**src/rtl/libar_key_unit_if.sv**
```systemverilog
// libar_key_unit_if: serial key-load handshake between a key source and libar_key_unit
interface libar_key_unit_if;
    logic load_start;
    logic key_in;
    logic key_valid;
    logic key_ready;
    modport master (output load_start, key_in, key_valid, input key_ready);
    modport slave (input load_start, key_in, key_valid, output key_ready);
endinterface

```
**src/rtl/libar_key_unit.sv**
```systemverilog
// libar_key_unit: serial key loader whose low NLIBAR key bits are latched into the
// locked netlist only when the matching trigger net rises while armed
module libar_key_unit #(
    parameter int NKEY = 32,
    parameter int NLIBAR = 12,
    parameter int CNT_W = 8
) (
    input  logic clk,
    input  logic rst_n,
    libar_key_unit_if.slave kif,
    input  logic [NLIBAR-1:0] trig,
    input  logic rearm,
    output logic [NKEY-1:0] key_out,
    output logic [NLIBAR-1:0] libar_q,
    output logic [1:0] state,
    output logic key_loaded,
    output logic [CNT_W-1:0] cap_count
);
    localparam int IW = NKEY > 1 ? $clog2(NKEY) : 1;
    typedef enum logic [1:0] {IDLE = 2'd0, LOAD = 2'd1, ARMED = 2'd2, HOLD = 2'd3} state_t;
    state_t cur, nxt;
    logic [NKEY-1:0] key_sr;
    logic [IW-1:0] idx;
    logic [NLIBAR-1:0] mask, trig_d, cap;
    logic last_bit;
    assign cap = trig & ~trig_d & ~mask;
    assign last_bit = kif.key_valid && idx == IW'(NKEY - 1);
    assign state = cur;
    assign kif.key_ready = cur == LOAD;
    always_comb begin
        key_out = key_sr;
        key_out[NLIBAR-1:0] = libar_q;
    end
    always_comb begin
        nxt = cur;
        if (kif.load_start) nxt = LOAD;
        else case (cur)
            LOAD: nxt = last_bit ? ARMED : LOAD;
            ARMED: nxt = &(mask | cap) ? HOLD : ARMED;
            HOLD: nxt = rearm ? ARMED : HOLD;
            default: nxt = IDLE;
        endcase
    end
    always_ff @(posedge clk or negedge rst_n) begin
        if (!rst_n) cur <= IDLE;
        else cur <= nxt;
    end
    // load_start wins over everything, so its clear branch comes first
    always_ff @(posedge clk or negedge rst_n) begin
        if (!rst_n) begin
            key_sr <= '0;
            idx <= '0;
            libar_q <= '0;
            mask <= '0;
            trig_d <= '0;
            cap_count <= '0;
            key_loaded <= 1'b0;
        end else begin
            trig_d <= trig;
            if (kif.load_start) begin
                key_sr <= '0;
                idx <= '0;
                libar_q <= '0;
                mask <= '0;
                cap_count <= '0;
                key_loaded <= 1'b0;
            end else if (cur == LOAD && kif.key_valid) begin
                key_sr[idx] <= kif.key_in;
                idx <= idx + 1'b1;
                key_loaded <= last_bit;
            end else if (cur == HOLD && rearm) begin
                mask <= '0;
            end else if (cur == ARMED && |cap) begin
                libar_q <= (libar_q & ~cap) | (key_sr[NLIBAR-1:0] & cap);
                mask <= mask | cap;
                if (cap_count != '1) cap_count <= cap_count + 1'b1;
            end
        end
    end
endmodule

```
**src/flat_wrapper.sv**
```systemverilog
// flat-port wrapper written by rule: the top's interface ports become plain ports
module libar_key_unit_flat 
#(
    parameter int NKEY = 32,
    parameter int NLIBAR = 12,
    parameter int CNT_W = 8
)
  (clk, rst_n, trig, rearm, key_out, libar_q, state, key_loaded, cap_count, kif_load_start, kif_key_in, kif_key_valid, kif_key_ready);
  libar_key_unit_if kif_i ();
  input  logic clk;
  input  logic rst_n;
  input  logic [NLIBAR-1:0] trig;
  input  logic rearm;
  output logic [NKEY-1:0] key_out;
  output logic [NLIBAR-1:0] libar_q;
  output logic [1:0] state;
  output logic key_loaded;
  output logic [CNT_W-1:0] cap_count;
  input wire logic [$bits(kif_i.load_start)-1:0] kif_load_start;
  input wire logic [$bits(kif_i.key_in)-1:0] kif_key_in;
  input wire logic [$bits(kif_i.key_valid)-1:0] kif_key_valid;
  output wire logic [$bits(kif_i.key_ready)-1:0] kif_key_ready;
  assign kif_i.load_start = kif_load_start;
  assign kif_i.key_in = kif_key_in;
  assign kif_i.key_valid = kif_key_valid;
  assign kif_key_ready = kif_i.key_ready;
  libar_key_unit #(.NKEY(NKEY), .NLIBAR(NLIBAR), .CNT_W(CNT_W)) u_core (.clk(clk), .rst_n(rst_n), .kif(kif_i), .trig(trig), .rearm(rearm), .key_out(key_out), .libar_q(libar_q), .state(state), .key_loaded(key_loaded), .cap_count(cap_count));
endmodule
```
**config.mk**
```make
export PLATFORM = sky130hd
export DESIGN_NAME = libar_key_unit_flat
export DESIGN_NICKNAME = d
export VERILOG_FILES = /design/src/rtl/libar_key_unit_if.sv /design/src/rtl/libar_key_unit.sv /design/src/flat_wrapper.sv
export SDC_FILE = /design/constraint.sdc
export NUM_CORES = 1
export LEC_CHECK = 0
export CORE_ASPECT_RATIO = 0.6
export CORE_MARGIN = 4
export CORE_UTILIZATION = 53
export DETAILED_ROUTE_END_ITERATION = 8
export HOLD_SLACK_MARGIN = 0.06
export PLACE_DENSITY = 0.8
export REMOVE_ABC_BUFFERS = 1
export SYNTH_ARGS = -nofsm -noshare
export SYNTH_HDL_FRONTEND = slang
export SYNTH_SLANG_ARGS = --single-unit
export TNS_END_PERCENT = 30
```
**constraint.sdc**
```tcl
create_clock -name clk -period 1.99 [get_ports clk]
set_clock_uncertainty 0.15 [all_clocks]
set_input_delay 0.199 -clock clk [delete_from_list [all_inputs] [get_ports clk]]
set_output_delay 0.199 -clock clk [all_outputs]
set_load 0.02 [all_outputs]
```
; ---- Word level (Yosys, flattened, before mapping)
; Index checks and enable logic that the tools add are counted.
[word_totals]
reg_bits = 84
inputBits = 18
output_inout_bits = 56
elab_cells = 69
[classes]
addsub = 2
n_lt_le_gt_ge = 2
n_eq_ne = 7
muxes = 27
n_bitwise = 9
reduce_logical = 14
[ops]
columns = cell, n
row1 = 12-bit two-way mux, 8
row2 = 32-bit two-way mux, 2
row3 = 12-bit bitwise AND, 4
row4 = 8-bit two-way mux, 5
row5 = 12-bit NOT, 3
row6 = 32-bit bitwise mux, 1
row7 = 12-bit OR, 2
row8 = 12-bit AND reduction, 1
row9 = 12-bit OR reduction, 1
row10 = 5-bit two-way mux, 2
row11 = 8-bit by 1-bit adder with 8-bit output (second input constant), 1
row12 = 8-bit inequality test (second input constant), 1
row13 = 5-bit by 6-bit less-than comparator with 1-bit output (second input constant), 1
row14 = 2-bit case mux with 3 select lines, 1
row15 = 2-bit nonzero test, 3
row16 = 5-bit by 1-bit adder with 5-bit output (second input constant), 1
row17 = 1-bit demux with 5-bit select, 1
row18 = 5-bit equality test (second input constant), 1
row19 = 5-bit by 1-bit >= comparator with 1-bit output (second input constant), 1
row20 = 1-bit logical AND, 5
row21 = 1-bit two-way mux, 5
row22 = 2-bit equality test (second input constant), 2
row23 = 2-bit two-way mux, 2
row24 = 2-bit inequality test (second input constant), 2
row25 = 5 further kinds, 5

; ---- Longest topological paths before layout
[depth]
ltp_word = 10
depth_mapped = 7
depth_no_buf = 7

; ---- Worst setup path before layout
; OpenSTA, ideal clock, no wires.
[synth_timing]
kind = register -> register
start = register u_core.cap_count[0]
end = register u_core.cap_count[2]
setup_ps = 125
arrival_ps = 1454
required_ps = 1715
setup_slack_ps = 261
path_stages_with_launch = 7
path_buffers = 0
period_less_slack_ps = 1729
cell_sequence = dfrtp_1 ha_1 nand4_1 nor2_1 nor2_1 nand3_1 mux2_2
[synth_via]
elab_chain_len = 6
elab_cells_between_ends = 9
cone_classes = 1 x add/sub / 1 x eq/ne / 5 x mux / 2 x reduce/logical
[synth_rtl]
columns = item, line
row1 = "start, declared", libar_key_unit.sv:17  ; output logic [CNT_W-1:0] cap_count
row2 = "start signal, assigned", libar_key_unit.sv:76  ; if (cap_count != '1) cap_count <= cap_count + 1'b1;
row3 = 8-bit by 1-bit adder with 8-bit output, libar_key_unit.sv:76
row4 = 8-bit two-way mux, libar_key_unit.sv:76
row5 = 8-bit two-way mux, libar_key_unit.sv:73  ; end else if (cur == ARMED && |cap) begin
row6 = 8-bit two-way mux, libar_key_unit.sv:71  ; end else if (cur == HOLD && rearm) begin
row7 = 8-bit two-way mux, libar_key_unit.sv:67  ; end else if (cur == LOAD && kif.key_valid) begin
row8 = 8-bit two-way mux, libar_key_unit.sv:60  ; if (kif.load_start) begin
; Parallel ways exist; a longest one is shown, timed or not. The select of a mux whose other input is x is not followed.
; A chain may end at the register's enable or synchronous reset.

; ---- Worst setup path after layout
[layout_timing]
start = register u_core.mask[3]
end = register u_core.cap_count[5]
[layout_via]
elab_chain_len = 6
[layout_rtl]
columns = item, line
row1 = "start, declared", libar_key_unit.sv:24  ; logic [NLIBAR-1:0] mask, trig_d, cap;
row2 = "start signal, assigned", libar_key_unit.sv:75  ; mask <= mask | cap;
row3 = 12-bit NOT, libar_key_unit.sv:26  ; assign cap = trig & ~trig_d & ~mask;
row4 = 12-bit bitwise AND, libar_key_unit.sv:26
row5 = 12-bit OR reduction, libar_key_unit.sv:73
row6 = 1-bit logical AND, libar_key_unit.sv:73
row7 = 2-bit nonzero test (no line), -
row8 = 4-bit AND reduction (no line), -
; Every way passes these cells.

==> run_results.csv <==
group,metric,value,unit
finish,fill_cells,557,
clock_network,cts-root-buf,"clkbuf_16",
global_routing,grt_pass1_vias,3351,
critical_path,cp-start-kind,"flip-flop",
sta,max_freq,527,MHz
power_and_ir_drop,p_per_area,695,mW/mm²
sta,timing.final.hold_violations,0,
logic_synthesis,netlist_area,0.00423,mm²
place,placed_area,0.00498,mm²
clock_network,path_clk_slew,0.07,ns
die,initial_core_util,56.3,%
drt,drt_iter0_drc,304,
sta,setup_violations,0,
run_status,status,"finished clean",
job,cap_violations,0,
finish,drive_gt1_share,12.2,%
global_routing,top_usage_layer,"met2",
clock_network,cts_setup_buffers,0,
sta,relSlewSlack,66.9,%
sta,fin_ws,0.0940,ns
global_routing,grtUsageMet3,7.87,%
place,dp_hpwl,7130,µm
clock_network,cts_tree,"done",
sta,tightestPinTransition,0.495,ns
logic_synthesis,yosysWarnings,0,
clock_network,cts.path.max_buffers,2,
die,die_x,123,µm
global_routing,use_met1,32.2,%
die,ios,74,
drt,drt_first_pass_iters,5,
logic_synthesis,synth_area_per_cell,10.1,µm²
logic_synthesis,synth_cells,419,
finish,area_growth_syn_to_layout,25.5,%
die,fp.dieArea,0.00951,mm²
critical_path,cp.required,2.06,ns
global_routing,grt-ovfl-total,0,
global_routing,grt_use_total,22.8,%
finish,multiInputGateArea,0.00179,mm²
die,die_h,77.2,µm
global_routing,grt_max_degree,61,
sta,finalCritPeriodShare,95.3,%
drt,avgViaCountPerCell,5.57,
logic_synthesis,synthTopCellsByCount,"nor2_1 (86), dfrtp_1 (84), mux2i_1 (42)",
power_and_ir_drop,combPwrFrac,7.4,%
power_and_ir_drop,vdd_drop_max,0.000442,V
drt,postRouteAntennaNets,0,
finish,register_area,0.00210,mm²
power_and_ir_drop,p_switching,870,µW
logic_synthesis,synthTopCellsByArea,"dfrtp_1 (50%), mux2i_1 (9.9%), nor2_1 (7.6%)",
logic_synthesis,seq_area_frac_synth,49.7,%
critical_path,crit_fanout,8,
power_and_ir_drop,swShare,23.6,%
die,fp.coreArea,0.00751,mm²
power_and_ir_drop,p_clk_share,45.2,%
logic_synthesis,ys_seq_elements,84,
place,io_buffers,73,
sta,finalCriticalPeriod,1.90,ns
die,fp-row-count,24,
power_and_ir_drop,p_leak,2.32,nW
power_and_ir_drop,p_seq_share,47.4,%
hold_path,hp-class,"in -> reg",
critical_path,critPathKind,"reg -> reg",
drt,wl,10300,µm
drt,vias,3273,
global_routing,grtUsageMet2,34.3,%
global_routing,antenna_found_initial,0,
sta,rsz0062_at_grt,"no",
logic_synthesis,yosysTopAreaCellShare,49.7,%
finish,diodes,0,
clock_network,numCtsBuffers,9,
drt,wl_per_cell,17.5,µm
clock_network,clk_latency,0.34,ns
logic_synthesis,yosysTopAreaCell,"dfrtp_1",
clock_network,htree_levels,3,
sta,whs,0.110,ns
logic_synthesis,synth_most_common_cell,"nor2_1",
place,place_congestion,0.799,
finish,fin_area,0.00530,mm²
place,place_ws,-0.288,ns
drt,drc,0,
sta,finalMaxSlewViolations,0,
logic_synthesis,synth_edf_count,0,
logic_synthesis,synth-async-reset-ratio,100,%
finish,fin_nets,503,
clock_network,cts_sinks,84,
global_routing,grt_pass1_wl,16900,µm
critical_path,endpoint_kind,"flip-flop",
critical_path,critical_path_arrival,1.97,ns
logic_synthesis,synth_ff_type,"dfrtp_1",
logic_synthesis,synth.distinct_cells,46,
power_and_ir_drop,internal-power,2.81,mW
[sequential cells by signal (all words and copies together), names as in the netlist]
register           cells
u_core.key_sr         32
u_core.libar_q        12
u_core.mask           12
u_core.trig_d         12
u_core.cap_count       8
u_core.idx             5
u_core.state           2
u_core.key_loaded      1
[routing by layer]
metal	routed length, µm	vias to the layer above
li1	-	1525
met1	4810	1616
met2	4630	119
met3	750	13
met4	84	0
met5	0	-
[power groups by stage]
stage                     clock network [mW]  registers, mW  logic, mW
after floorplan                            0           1.77     0.0962
after global placement                     0           1.77      0.257
after detailed placement                   0           1.78      0.268
after CTS                               1.68           1.75      0.272
after global routing                    1.76           1.75      0.299
final                                   1.66           1.75      0.274
[critical path: stages (launching register included)]
cell      delay [ns]
dfrtp_1         0.41
nor3b_1         0.36
nor4_2          0.10
buf_4           0.16
nand3_4         0.13
o211ai_1        0.12
mux2_1          0.34
[cell usage in the layout, fill, tap and decap left out, types with 6 or more instances in the layout]
cell / n
buf_4: 27
a21oi_1: 15
nor3b_1: 12
nand3b_1: 9
clkbuf_16: 9
nor2_1: 86
a31oi_1: 8
clkdlybuf4s50_1: 70
nand2_1: 16
dfrtp_1: 84
nand3_1: 24
mux2i_1: 42
nor2b_1: 13
ha_1: 6
[worst paths after layout]
check / start / slack, ns / end / depth (start not counted)
max: u_core.mask[3] / 0.09 / u_core.cap_count[5] / 6
min in group asynchronous: rst_n / 0.16 / u_core.key_sr[31] / 2
min reg2reg: u_core.key_sr[25] / 0.37 / u_core.key_sr[25] / 2
max in group asynchronous: rst_n / 0.91 / u_core.libar_q[6] / 3
max reg2reg: u_core.mask[3] / 0.09 / u_core.cap_count[5] / 6
min: kif_load_start / 0.11 / u_core.cap_count[7] / 2
[cells by family (layout without fill, tap and decap cells)]
kind of cell             Yosys count  in the layout  share of synthesized area [%]
AO/OA/AOI/OAI                     40             40                           6.69
XOR/XNOR                           3              3                          0.622
adder cells (fa/ha/maj)            6              6                           1.78
flip-flops                        84             84                           49.7
multiplexers                      44             44                           10.5
AND/OR/NAND/NOR                  185            185                           22.3
buffers and inverters             57            122                           8.41
[through the flow]
stage               total power [mW]  setup TNS (ns)  std cells  util [%]
floorplan                       1.87           -6.94        366         -
global placement                2.03           -1.78        571      66.3
detailed placement              2.04           -2.78        571      66.3
CTS                             3.70               0        588      70.3
global route                    3.81               0        588      70.6
finish                          3.68               0        588      70.6
[repair_timing]
action	in CTS	in global routing
hold buffers	1	0
endpoints found under the setup margin	0	12
gates resized for setup	0	4
hold endpoints to repair	84	0
[cell type report]
cell class	instances	share of cell area [%]
Tap cell	104	2.45
Clock inverter	6	1.23
Timing Repair Buffer	102	18.3
Multi-Input combinational cell	278	33.8
Sequential cell	84	39.7
Clock buffer	10	4.32
Inverter	4	0.283
Power figures use the tool's default switching activity.
